### config.mk
export PLATFORM = sky130hd
export DESIGN_NAME = sprite_anim_ctrl
export DESIGN_NICKNAME = d
export VERILOG_FILES = /design/src/rtl/sprite_pkg.sv /design/src/rtl/sprite_anim_ctrl.sv
export SDC_FILE = /design/constraint.sdc
export NUM_CORES = 1
export LEC_CHECK = 0
export BUFFER_PORTS_ARGS = -buffer_cell sky130_fd_sc_hd__buf_2
export CORE_MARGIN = 5
export CORE_UTILIZATION = 55
export CTS_CLUSTER_DIAMETER = 50
export CTS_CLUSTER_SIZE = 8
export DETAILED_ROUTE_END_ITERATION = 16
export PLACE_DENSITY = 0.83
export SYNTH_ARGS = -nofsm -noshare
export SYNTH_HDL_FRONTEND = slang
export SYNTH_SLANG_ARGS = --single-unit
### constraint.sdc
create_clock -name clk -period 4.8 [get_ports clk]
set_input_delay 0.24 -clock clk [delete_from_list [all_inputs] [get_ports clk]]
set_output_delay 0.24 -clock clk [all_outputs]
set_load 0.02 [all_outputs]
### src/rtl/sprite_pkg.sv
// Shared sprite-sheet definitions: sheet geometry, animation state encoding and
// the compass-orientation to sheet-row table, reused by the icon renderers.
package sprite_pkg;

    localparam int SHEET_COLS = 3;
    localparam int SHEET_ROWS = 8;

    typedef enum logic [1:0] {
        ST_STILL = 2'd0,
        ST_FWD   = 2'd1,
        ST_REV   = 2'd2
    } anim_state_e;

    // Sheet rows are not in compass order; this maps N..NW onto them.
    function automatic logic [2:0] orient_to_row(input logic [2:0] orient);
        logic [2:0] row;
        case (orient)
            3'd0:    row = 3'd1;
            3'd1:    row = 3'd7;
            3'd2:    row = 3'd3;
            3'd3:    row = 3'd5;
            3'd4:    row = 3'd0;
            3'd5:    row = 3'd4;
            3'd6:    row = 3'd2;
            default: row = 3'd6;
        endcase
        return row;
    endfunction

endpackage

### src/rtl/sprite_anim_ctrl.sv
// Walk-cycle animation controller: selects the sprite-sheet frame once per
// video frame and publishes its RAM base address two cycles after vsync.
//
// state    | meaning
// ---------+----------------------------------------------------------
// ST_STILL | robot stationary, standing frame (column 1)
// ST_FWD   | walking, column stepping upward toward 2
// ST_REV   | walking, column stepping downward toward 0
module sprite_anim_ctrl
    import sprite_pkg::*;
#(
    parameter int unsigned SPRITE_COLS     = 34,
    parameter int unsigned SPRITE_ROWS     = 34,
    parameter int unsigned FRAMES_PER_STEP = 8
) (
    input  logic        clk,
    input  logic        reset,
    input  logic        vsync_start,
    input  logic        enable,
    input  logic [7:0]  bot_info,
    output logic [2:0]  frame_row,
    output logic [1:0]  frame_col,
    output logic [15:0] base_addr,
    output logic        frame_update
);

    localparam logic [7:0]  RELOAD     = 8'(FRAMES_PER_STEP - 1);
    localparam logic [15:0] ROW_STRIDE = 16'(SHEET_COLS * SPRITE_COLS * SPRITE_ROWS);
    localparam logic [15:0] COL_STRIDE = 16'(SPRITE_COLS);
    localparam logic [15:0] RESET_BASE = ROW_STRIDE + COL_STRIDE;

    anim_state_e state_q, state_d;
    logic [7:0]  cnt_q, cnt_d;
    logic [2:0]  frame_row_q, frame_row_d;
    logic [1:0]  frame_col_q, frame_col_d;
    logic        upd_pend_q, upd_pend_d;
    logic [15:0] base_addr_q, base_addr_d;
    logic        frame_update_q, frame_update_d;
    logic        moving;
    logic        unused_info_bit;

    assign moving          = (bot_info[7:4] != 4'd0);
    assign unused_info_bit = bot_info[3];

    always_comb begin
        state_d        = state_q;
        cnt_d          = cnt_q;
        frame_row_d    = frame_row_q;
        frame_col_d    = frame_col_q;
        upd_pend_d     = upd_pend_q;
        base_addr_d    = base_addr_q;
        frame_update_d = frame_update_q;

        if (enable) begin
            // The address stage trails the row/col stage by one cycle and only
            // moves when the previous vsync really changed the frame.
            frame_update_d = upd_pend_q;
            upd_pend_d     = 1'b0;
            if (upd_pend_q) begin
                base_addr_d = 16'(frame_row_q) * ROW_STRIDE + 16'(frame_col_q) * COL_STRIDE;
            end

            if (vsync_start) begin
                frame_row_d = orient_to_row(bot_info[2:0]);
                case (state_q)
                    ST_STILL: begin
                        frame_col_d = 2'd1;
                        if (moving) begin
                            state_d = ST_FWD;
                            cnt_d   = RELOAD;
                        end
                    end
                    ST_FWD: begin
                        if (!moving) begin
                            state_d     = ST_STILL;
                            frame_col_d = 2'd1;
                            cnt_d       = RELOAD;
                        end else if (cnt_q == 8'd0) begin
                            frame_col_d = frame_col_q + 2'd1;
                            cnt_d       = RELOAD;
                            if (frame_col_q == 2'd1) state_d = ST_REV;
                        end else begin
                            cnt_d = cnt_q - 8'd1;
                        end
                    end
                    ST_REV: begin
                        if (!moving) begin
                            state_d     = ST_STILL;
                            frame_col_d = 2'd1;
                            cnt_d       = RELOAD;
                        end else if (cnt_q == 8'd0) begin
                            frame_col_d = frame_col_q - 2'd1;
                            cnt_d       = RELOAD;
                            if (frame_col_q == 2'd1) state_d = ST_FWD;
                        end else begin
                            cnt_d = cnt_q - 8'd1;
                        end
                    end
                    default: begin
                        state_d     = ST_STILL;
                        frame_col_d = 2'd1;
                        cnt_d       = RELOAD;
                    end
                endcase
                upd_pend_d = (frame_row_d != frame_row_q) || (frame_col_d != frame_col_q);
            end
        end
    end

    always_ff @(posedge clk) begin
        if (reset) begin
            state_q        <= ST_STILL;
            cnt_q          <= RELOAD;
            frame_row_q    <= 3'd1;
            frame_col_q    <= 2'd1;
            upd_pend_q     <= 1'b0;
            base_addr_q    <= RESET_BASE;
            frame_update_q <= 1'b0;
        end else begin
            state_q        <= state_d;
            cnt_q          <= cnt_d;
            frame_row_q    <= frame_row_d;
            frame_col_q    <= frame_col_d;
            upd_pend_q     <= upd_pend_d;
            base_addr_q    <= base_addr_d;
            frame_update_q <= frame_update_d;
        end
    end

    assign frame_row    = frame_row_q;
    assign frame_col    = frame_col_q;
    assign base_addr    = base_addr_q;
    assign frame_update = frame_update_q;

endmodule

# After elaboration in Yosys (flattened, before gate mapping)
# Cells that the tools add are included.
# totals
register_bits	33
latchBits	0
ram_bits	0
mem_bits_ro	0
in_bits	12
word_cells	62
memories	0
# op_classes
add_sub_neg	4
mul	2
div_mod_pow	0
order_cmp	0
eq_ne	16
shifts	0
mux	23
bitwise_logic	0
reduce_logical	10
# ops
cell	n
$mux 2	13
$mux 8	3
$pmux 3 s7	1
$add 15x8->16	1
$pmux 8 s2	1
$mul 3x10->13 const B	1
$ne 3x3->1 const B	4
$eq 3x3->1 const B	3
$logic_not 8->1	1
$sub 8x1->8 const B	1
$mul 2x5->7 const B	1
$reduce_and 7->1	1
$eq 3x2->1 const B	2
$mux 3	2
$pmux 2 s3	1
$eq 2x1->1 const B	2
$pmux 2 s2	1
$reduce_and 2->1	2
$reduce_bool 4->1	1
$eq 3x1->1 const B	1
$logic_not 3->1	1
$ne 3x3->1	1
$reduce_and 3->1	1
$add 2x1->2 const B	1
other kinds (8)	8

# Logic depth before layout (Yosys ltp)
# Gate-level depths: netlist of run 1.
# logic_depth
depth_word	9
ltp_mapped	12
ltp_nobuf	12

# Least setup slack after synthesis of run 1
# OpenSTA, ideal clock, no wires.
# synth_timing
kind	register to register
from	register frame_row_q[1], in the netlist frame_row[1]
to	register base_addr_q[14], in the netlist base_addr[14]
setup_time_ps	116
t_arrival_ps	2807
required_ps	4684
slack_ps	1878
path_stages_with_launch	13
path_buffers	0
path_cell_list	dfxtp_1 -> inv_1 -> ha_1 -> inv_1 -> ha_1 -> ha_1 -> or2_2 -> ha_1 -> nor2_1 -> a211oi_2 -> nand2_1 -> nand4b_1 -> a31o_1
# synth_between
elab_chain_len	2
# synth_lines
element	line	text
from (decl)	sprite_anim_ctrl.sv:34	logic [2:0] frame_row_q, frame_row_d;
from (signal assigned)	sprite_anim_ctrl.sv:122	frame_row_q <= frame_row_d;
$mul 3x10->13	sprite_anim_ctrl.sv:60	base_addr_d = 16'(frame_row_q) * ROW_STRIDE + 16'(frame_col_q) * COL_STRIDE;
$add 15x8->16	sprite_anim_ctrl.sv:60	
to (signal assigned)	sprite_anim_ctrl.sv:125	base_addr_q <= base_addr_d;
to (decl)	sprite_anim_ctrl.sv:37	logic [15:0] base_addr_q, base_addr_d;
# Every way passes these cells.
# A chain may end at the register's enable or synchronous reset.

# Worst setup path after layout of run 1
# layout_timing
from	register frame_row_q[1], in the netlist frame_row[1]
to	register base_addr_q[10], in the netlist base_addr[10]
# Same word-level chain as after synthesis.

==> metrics.cfg, run 1 <==
[status]
run_status = finished, final reports clean

[layout]
nets = 302
final_cells = 319
area_delta_synth_final_pct = 12.3
final_cell_mix = 32 x dfxtp_1, 31 x buf_2, 22 x nor2_1, 19 x ha_1, 18 x nand2_1
regArea_um2 = 641
antenna_cells = 0
multi_input_area_mm2 = 0.00135
final_common_cell = dfxtp_1
drive_gt1_share_pct = 18.5
final_area_mm2 = 0.00235
fillCellCount = 326

[floorplanning]
io_pins = 34
die_area_mm2 = 0.00514
initial_core_util_pct = 57.2
fp.dieW_um = 71.7
core_mm2 = 0.00366
die_y_um = 71.7
rows = 22

[worst_setup_path]
path_max_fanout = 6
arrival_ns = 3.24
critPathCaptureType = flip-flop
worstPathRequired_ns = 4.97
cp-start-kind = flip-flop
crit_type = flip-flop to flip-flop

[logic_synthesis]
synth_top_cell_by_area = dfxtp_1
synth.top_cell.area_share_pct = 30.6
synthArstFlopShare_pct = 0
synth-seq-cells = 32
synth_flop_cell = dfxtp_1
ys_seq_area_share_pct = 30.6
avgSynthCellArea_um2 = 8.69
netlist_area_mm2 = 0.00209
yosysWarnings = 0
synth_edf_count = 0
netlist_instances = 241
synthDistinctLibCells = 55
ys_top_cells_by_area = dfxtp_1 31%, ha_1 11%, nor2_1 3.9%
synth_nets = 273

[sta]
max_freq_ghz = 0.327
rsz0062_at_grt = no
fin_crit_sh_pct = 63.8
worst_slack_ns = 1.74
setup_viol = 0
tns_ns = 0
slew_violations = 0
worst_slew_pin_slew_ns = 0.823
hold_violations = 0
skew_ns = 0.00636
period_minus_slack_ns = 3.06
slew_headroom_pct = 45.1

[drt]
first_pass_iters = 4
vias_per_cell = 5.68
drc = 0
drtAntennaViolNets = 0
vias = 1813
dr.first_iter.drc_count = 74
routed_wirelength_um = 4290
post_drt_wl_per_cell_um = 13.4

[grt]
grt_util_met1_pct = 22.6
antenna_found_initial = 0
grt_start_max_net_pins = 30
gr-total-overflow = 0
use_met3_pct = 5.19
busiest_layer = met2
grt_usage_pct = 18.5
grt_pass1_vias = 1749
use_met2_pct = 30.6
grt_pass1_wl_um = 7760

[clock_network]
cts_root_buffer = clkbuf_8
cts_num_sinks = 32
cts_tree = done
clk_pin_slew_worst_paths_ns = 0.06
h-tree-depth = 2
ctsResizeCount = 0
cts_setup_buffers = 0
hold_buffers = 0
clk_latency_ns = 0.29
cts_buffer_depth = 2
cts_buffers = 5

[placement]
port_buffers = 31
routabilityCongestion = 0.861
hpwl_um = 3210
placedCellCount = 311
placed_area_mm2 = 0.00226
dpl_worst_slack_ns = 1.73

[power_and_ir_drop]
power-per-cell-area_mw_per_mm2 = 267
vdd_ir_drop_max_v = 0.000157
leakagePower_uw = 0.00100

[hold_path]
hp-class = input pin to flip-flop

[flow_run]
drv_cap = 0

area by class of cell:
class	count	area share [%]
Tap cell	48	2.55
Multi-Input combinational cell	187	57.6
Clock buffer	6	3.51
Sequential cell	32	27.2
Inverter	13	2.08
Timing Repair Buffer	31	6.60
Clock inverter	2	0.426
where the power goes:
part           internal, uW  switching (uW)
combinational          52.8            79.4
sequential              274            8.58
clock                   114            98.4
total                   441             186
critical path, cell delays in order (launching register included):
cell	delay, ns
dfxtp_1	0.45
inv_1	0.12
ha_1	0.29
inv_1	0.04
ha_1	0.27
ha_1	0.20
or2_2	0.31
ha_1	0.37
nor2_1	0.07
a211oi_2	0.29
xor2_1	0.21
nor2_1	0.07
a211o_1	0.28
stage by stage:
step | utilization [%] | power (uW) | hold slack [ns]
after floorplan | - | 393 | 0.388
after global placement | 61.7 | 417 | 0.444
after detailed placement | 61.7 | 420 | 0.447
after CTS | 64.2 | 633 | 0.246
after global routing | 64.2 | 664 | 0.264
final | 64.2 | 628 | 0.250
sequential cells by signal, summed over array words and instances, names as in the netlist:
| register | cells |
|---|---|
| base_addr | 15 |
| cnt_q | 8 |
| frame_row | 3 |
| frame_col | 2 |
| state_q | 2 |
| frame_update | 1 |
| upd_pend_q | 1 |
final timing paths:
path | cells after the start | slack [ns] | end | startpoint
worst min register to register | 2 | 0.46 | base_addr[15] | base_addr[15]
worst max register to register | 12 | 1.74 | base_addr[10] | frame_row[1]
worst max-delay path | 12 | 1.74 | base_addr[10] | frame_row[1]
worst min-delay path | 3 | 0.25 | frame_row[2] | vsync_start
logic make-up (layout without fill, tap and decap cells):
kind of cell / count (synthesis) / in the layout / share of synthesized area (%)
buffers and inverters: 22 / 52 / 4.72
xor gates and xnor gates: 19 / 19 / 8.31
adders and majority gates: 20 / 20 / 12.3
and+or+nand+nor: 89 / 89 / 24.2
other: 1 / 1 / 0.179
AOI/OAI and AO/OA: 57 / 57 / 19.2
DFF: 32 / 32 / 30.6
muxes: 1 / 1 / 0.478
Yosys cell counts (3+ instances only):
master,number
dfxtp_1,32
nor2_1,22
ha_1,19
nand2_1,18
a21oi_1,15
inv_1,13
xnor2_1,9
xor2_1,9
nand2b_1,8
o21ai_0,8
nor3_1,6
a21o_1,4
a31oi_1,4
clkbuf_1,4
nand3_1,4
nand4b_1,4
a211o_1,3
a211oi_1,3
nand3b_1,3
nand4_1,3
nor2b_1,3
nor3b_1,3
routing by layer:
metal	up-vias	part of all wire, %
met5	-	0
met4	0	2.0
met2	32	45
li1	917	-
met3	9	4.9
met1	855	48
(Power assumes the default switching activity.)
==> inputs of run 2 (changes only) <==
==> constraint.sdc (replaced) <==
create_clock -name clk -period 2.95 [get_ports clk]
set_input_delay 0.1475 -clock clk [delete_from_list [all_inputs] [get_ports clk]]
set_output_delay 0.1475 -clock clk [all_outputs]
set_load 0.02 [all_outputs]
==> metrics.cfg, run 2 (synthesis gave the netlist of run 1 again) <==
[status]
run_status = finished, final reports clean  ; unchanged

[drt]
routed_wirelength_um = 4350  ; was 4290 um
vias_per_cell = 5.66  ; was 5.68
vias = 1829  ; was 1813
post_drt_wl_per_cell_um = 13.5  ; was 13.4 um
dr.first_iter.drc_count = 79  ; was 74
first_pass_iters = 4  ; unchanged
drc = 0  ; unchanged
drtAntennaViolNets = 0  ; unchanged

[power_and_ir_drop]
vdd_ir_drop_max_v = 0.000179  ; was 0.000157 V
leakagePower_uw = 0.00101  ; was 0.00100 uW
power-per-cell-area_mw_per_mm2 = 420  ; was 267 mW/mm2

[layout]
final_area_mm2 = 0.00238  ; was 0.00235 mm2
nets = 307  ; was 302
final_common_cell = dfxtp_1  ; unchanged
drive_gt1_share_pct = 20.4  ; was 18.5%
final_cell_mix = 32 x dfxtp_1, 31 x buf_2, 22 x nor2_1, 18 x nand2_1, 18 x ha_1  ; was 32 x dfxtp_1, 31 x buf_2, 22 x nor2_1, 19 x ha_1, 18 x nand2_1
area_delta_synth_final_pct = 13.7  ; was 12.3%
largest_reg_flops = 15  ; unchanged
antenna_cells = 0  ; unchanged

[worst_setup_path]
cpPeakStageDelay_ns = 0.38  ; was 0.45 ns
worstPathCellList = inv_1 > ha_1 > inv_1 > ha_1 > ha_1 > or2_2 > ha_2 > a21o_1 > a22oi_2 > nor4b_4 > nand4_1 > a21oi_1  ; was inv_1 > ha_1 > inv_1 > ha_1 > ha_1 > or2_2 > ha_1 > nor2_1 > a211oi_2 > xor2_1 > nor2_1 > a211o_1
slowest_stage = ha_2  ; was dfxtp_1
path_max_fanout = 5  ; was 6
worstPathRequired_ns = 3.16  ; was 4.97 ns
worst_path_most_repeated_cell = ha_1  ; unchanged
arrival_ns = 2.98  ; was 3.24 ns
crit_type = flip-flop to flip-flop  ; unchanged
critPathCaptureType = flip-flop  ; unchanged
cp-start-kind = flip-flop  ; unchanged

[sta]
worst_slew_pin_slew_ns = 0.813  ; was 0.823 ns
tns_ns = 0  ; unchanged
fin_crit_sh_pct = 93.7  ; was 63.8%
setup_viol = 0  ; unchanged
slew_violations = 0  ; unchanged
slew_headroom_pct = 45.8  ; was 45.1%
worst_slack_ns = 0.186  ; was 1.74 ns
skew_ns = 0.00195  ; was 0.00636 ns
max_freq_ghz = 0.362  ; was 0.327 GHz
hold_violations = 0  ; unchanged
rsz0062_at_grt = no  ; unchanged
period_minus_slack_ns = 2.76  ; was 3.06 ns

[grt]
grt_pass1_vias = 1761  ; was 1749
gr-total-overflow = 0  ; unchanged
grt_start_max_net_pins = 30  ; unchanged
antenna_found_initial = 0  ; unchanged
grt_pass1_wl_um = 7690  ; was 7760 um
grt_usage_pct = 18.3  ; was 18.5%

[clock_network]
clk_latency_ns = 0.28  ; was 0.29 ns
h-tree-depth = 2  ; unchanged
cts_tree = done  ; unchanged
cts_buffers = 5  ; unchanged
clk_pin_slew_worst_paths_ns = 0.06  ; about the same
cts_buffer_depth = 2  ; unchanged
hold_buffers = 0  ; unchanged
cts_num_sinks = 32  ; unchanged
cts_root_buffer = clkbuf_8  ; unchanged

[flow_run]
drv_cap = 0  ; unchanged

[placement]
hpwl_um = 3260  ; was 3210 um
placed_area_mm2 = 0.00229  ; was 0.00226 mm2
routabilityCongestion = 0.831  ; was 0.861
dpl_worst_slack_ns = 0.143  ; was 1.73 ns
port_buffers = 31  ; unchanged

[hold_path]
hp-class = input pin to flip-flop  ; unchanged

[floorplanning]
initial_core_util_pct = 57.2  ; unchanged
die_y_um = 71.7  ; unchanged
core_mm2 = 0.00366  ; unchanged
io_pins = 34  ; unchanged
fp.dieW_um = 71.7  ; unchanged
rows = 22  ; unchanged
die_area_mm2 = 0.00514  ; unchanged

## run 2: power by group
group          switching [uW]  total (uW)  internal, uW
sequential               10.2         457           447
combinational             137         231          94.0
clock                     152         312           160
total                     299         999           701
## run 2: critical path: cells and delay by family, from the launching register on
kind | cells | cell delay [ns]
simple gates | 3 | 0.80
fa+ha+maj | 4 | 1.05
buf+inv | 2 | 0.11
compound gates | 3 | 0.42
flops | 1 | 0.33
## run 2: worst paths after layout
kind / depth (start not counted) / slack [ns] / startpoint / endpoint
worst min-delay path: 3 / 0.16 / vsync_start / frame_row[2]
worst min register to register: 2 / 0.45 / base_addr[15] / base_addr[15]
worst max-delay path: 12 / 0.19 / frame_row[1] / base_addr[15]
worst max register to register: 12 / 0.19 / frame_row[1] / base_addr[15]
## run 2: layer usage
metal / up-vias / wire, um / global-route usage (%)
met2: 36 / 1960 / 29.5
met4: 0 / 72 / 8.14
met3: 9 / 231 / 5.19
li1: 926 / - / -
met5: - / 0 / 0
met1: 858 / 2080 / 22.7
## run 2: layout make-up
type,count,area [um2]
multi-input combinational,187,1360
fill,306,1280
sequential,32,641
timing repair buffer,36,193
clock buffer,6,72.6
tap,48,60.1
inverter,13,48.8
clock inverter,1,5.00
## run 2: repair_timing
action                     in CTS  in global routing
resized for setup               0                  3
setup endpoints to repair       0                  5
buffers inserted                0                  1
## run 2: metrics by stage
stage	cells	utilization [%]	hold WS [ns]	total power [uW]
after detailed placement	315	62.5	0.445	689
after global placement	315	62.5	0.441	682
after floorplan	241	-	0.295	639
final	323	65.0	0.160	999
after CTS	322	64.6	0.153	998
after global routing	323	65.0	0.152	1050
==> inputs of run 3 (changes only) <==
--- a/config.mk
+++ b/config.mk
@@ -7,11 +7,11 @@
 export LEC_CHECK = 0
 export BUFFER_PORTS_ARGS = -buffer_cell sky130_fd_sc_hd__buf_2
 export CORE_MARGIN = 5
-export CORE_UTILIZATION = 55
+export CORE_UTILIZATION = 51
 export CTS_CLUSTER_DIAMETER = 50
 export CTS_CLUSTER_SIZE = 8
 export DETAILED_ROUTE_END_ITERATION = 16
-export PLACE_DENSITY = 0.83
+export PLACE_DENSITY = 0.81
 export SYNTH_ARGS = -nofsm -noshare
 export SYNTH_HDL_FRONTEND = slang
 export SYNTH_SLANG_ARGS = --single-unit
==> constraint.sdc (replaced) <==
create_clock -name clk -period 2.3 [get_ports clk]
set_input_delay 0.115 -clock clk [delete_from_list [all_inputs] [get_ports clk]]
set_output_delay 0.115 -clock clk [all_outputs]
set_load 0.02 [all_outputs]
==> metrics.cfg, run 3 (synthesis gave the netlist of run 1 again) <==
[worst_setup_path]
crit_type = flip-flop to flip-flop  ; unchanged
slowest_stage = dfxtp_4  ; was ha_2
path_max_fanout = 4  ; was 5
endpoint = base_addr[14]  ; was base_addr[15]
cp-start-kind = flip-flop  ; unchanged
reg2reg_slack_ns = -0.26  ; was 0.19 ns
cpPeakStageDelay_ns = 0.38  ; about the same
worst_path_most_repeated_cell = ha_4  ; was ha_1
worstPathRequired_ns = 2.50  ; was 3.16 ns
cp.depth = 12  ; unchanged
worstPathCellList = inv_4 > ha_4 > inv_2 > ha_4 > ha_4 > or2_4 > ha_4 > nor2_4 > a211oi_4 > nand2_1 > nand4b_1 > a31o_1  ; was inv_1 > ha_1 > inv_1 > ha_1 > ha_1 > or2_2 > ha_2 > a21o_1 > a22oi_2 > nor4b_4 > nand4_1 > a21oi_1
path_buf_inv = 2  ; unchanged
arrival_ns = 2.76  ; was 2.98 ns
r2r-start = frame_row[1]  ; unchanged
r2r_cells = 12  ; unchanged
crit_start = frame_row[1]  ; unchanged
worst_r2r_endpoint = base_addr[14]  ; was base_addr[15]
critPathCaptureType = flip-flop  ; unchanged
cp_top_family = adder cells  ; unchanged

[power_and_ir_drop]
vdd_ir_drop_max_v = 0.000466  ; was 0.000179 V
swShare_pct = 29.7  ; was 29.9%
power.total_uw = 1540  ; was 999 uW
combPwrFrac_pct = 24.8  ; was 23.1%
p_int_uw = 1080  ; was 701 uW
p_sw_uw = 456  ; was 299 uW
leakagePower_uw = 0.00116  ; was 0.00101 uW
power_frac_clock_pct = 37.0  ; was 31.2%
p_seq_share_pct = 38.2  ; was 45.7%
power-per-cell-area_mw_per_mm2 = 560  ; was 420 mW/mm2

[floorplanning]
initial_core_util_pct = 52.3  ; was 57.2%
die_area_mm2 = 0.00549  ; was 0.00514 mm2
core_mm2 = 0.00400  ; was 0.00366 mm2
rows = 23  ; was 22
io_pins = 34  ; unchanged
die_y_um = 74.1  ; was 71.7 um
fp.dieW_um = 74.1  ; was 71.7 um

[clock_network]
cts_num_sinks = 32  ; unchanged
cts_tree = done  ; unchanged
clk_pin_slew_worst_paths_ns = 0.08  ; was 0.06 ns
clk_latency_ns = 0.30  ; was 0.28 ns
cts_buffer_depth = 2  ; unchanged
h-tree-depth = 2  ; unchanged
cts_buffers = 5  ; unchanged
cts_root_buffer = clkbuf_8  ; unchanged

[layout]
nets = 328  ; was 307
drive_gt1_share_pct = 33.0  ; was 20.4%
multi_input_area_mm2 = 0.00151  ; was 0.00136 mm2
final_common_cell = buf_2  ; was dfxtp_1
area_delta_synth_final_pct = 31.2  ; was 13.7%
largest_reg_flops = 15  ; unchanged
utilization_pct = 68.7  ; was 65.0%
fillCellCount = 306  ; unchanged
antenna_cells = 0  ; unchanged
final_cells = 347  ; was 323
final_area_mm2 = 0.00275  ; was 0.00238 mm2
final_cell_mix = 31 x buf_2, 29 x dfxtp_1, 26 x buf_4, 20 x nor2_1, 18 x nand2_1  ; was 32 x dfxtp_1, 31 x buf_2, 22 x nor2_1, 18 x nand2_1, 18 x ha_1
regArea_um2 = 649  ; was 641 um2

[drt]
drtAntennaViolNets = 0  ; unchanged
vias = 2000  ; was 1829
vias_per_cell = 5.76  ; was 5.66
routed_wirelength_um = 5650  ; was 4350 um
drc = 0  ; unchanged
first_pass_iters = 4  ; unchanged
dr.first_iter.drc_count = 139  ; was 79
post_drt_wl_per_cell_um = 16.3  ; was 13.5 um

[status]
violations = setup timing
run_status = finished, violations left  ; was finished, final reports clean

[grt]
grt_usage_pct = 20.3  ; was 18.3%
grt_pass1_vias = 1926  ; was 1761
grt_pass1_wl_um = 8660  ; was 7690 um
antenna_found_initial = 0  ; unchanged
grt_start_max_net_pins = 30  ; unchanged
gr-total-overflow = 0  ; unchanged

[sta]
rsz0062_at_grt = yes  ; was no
worst_slew_pin_slew_ns = 0.580  ; was 0.813 ns
slew_violations = 0  ; unchanged
max_freq_ghz = 0.390  ; was 0.362 GHz
skew_ns = 0.00899  ; was 0.00195 ns
hold_slack_ns = 0.130  ; was 0.160 ns
period_minus_slack_ns = 2.56  ; was 2.76 ns
setup_viol = 9  ; was 0
worst_slack_ns = -0.263  ; was 0.186 ns
hold_violations = 0  ; unchanged
fin_crit_sh_pct = 111  ; was 93.7%
slew_headroom_pct = 61.4  ; was 45.8%

[hold_path]
hp-class = input pin to flip-flop  ; unchanged
min_path_cells = 3  ; unchanged

[flow_run]
drv_cap = 0  ; unchanged

[placement]
placedCellCount = 334  ; was 315
port_buffers = 31  ; unchanged
placed_area_mm2 = 0.00251  ; was 0.00229 mm2
hpwl_um = 3640  ; was 3260 um
routabilityCongestion = 0.864  ; was 0.831

[run 3: area by class of cell]
| type | count | share of cell area, % |
|---|---|---|
| clock buffers | 8 | 4.42 |
| repair buffers | 57 | 12.8 |
| multi-input cells | 187 | 55.0 |
| inverters | 13 | 1.87 |
| well taps | 50 | 2.28 |
| flip-flops and latches | 32 | 23.6 |
[run 3: worst min-delay path by stage]
stage	start	end	slack, ns
after floorplan	enable	frame_row[2]	0.25
after global placement	vsync_start	frame_row[2]	0.44
after detailed placement	vsync_start	frame_row[2]	0.43
after CTS	vsync_start	frame_row[2]	0.13
after global routing	vsync_start	frame_row[2]	0.14
final	vsync_start	frame_row[2]	0.13
[run 3: power groups by stage]
stage	Clock (uW)	Sequential, uW	Combinational, uW
floorplan	0	617	220
global placement	0	598	335
detailed placement	0	599	342
CTS	571	587	358
global route	603	588	413
finish	569	587	382
[run 3: timing repair]
action / in CTS / in global routing
pin swaps: 8 / 8
setup buffers: 3 / 2
hold buffers: 0 / 0
setup endpoints to repair: 9 / 10
gates resized for setup: 5 / 8
[run 3: worst reg2reg max path, delay by kind of cell (launching register included)]
family / cells / cell delay [ns]
adder cells (fa/ha/maj): 4 / 0.86
AO/OA/AOI/OAI: 2 / 0.51
buffers and inverters: 2 / 0.07
flip-flops: 1 / 0.38
AND/OR/NAND/NOR: 4 / 0.63
[run 3: stage by stage]
stage	setup WS, ns	TNS, ns
2_1_floorplan	-0.166	-0.639
3_3_place_gp	-0.115	-0.487
3_5_place_dp	-0.178	-0.898
4_1_cts	-0.154	-0.998
5_1_grt	-0.375	-2.69
6_report	-0.263	-1.63
[run 3: routing by layer]
metal,GRT usage (%),up-vias,wire (um)
met3,5.27,15,238
li1,-,967,-
met1,23.4,964,2350
met5,0,-,0
met4,8.25,0,144
met2,35.6,54,2920
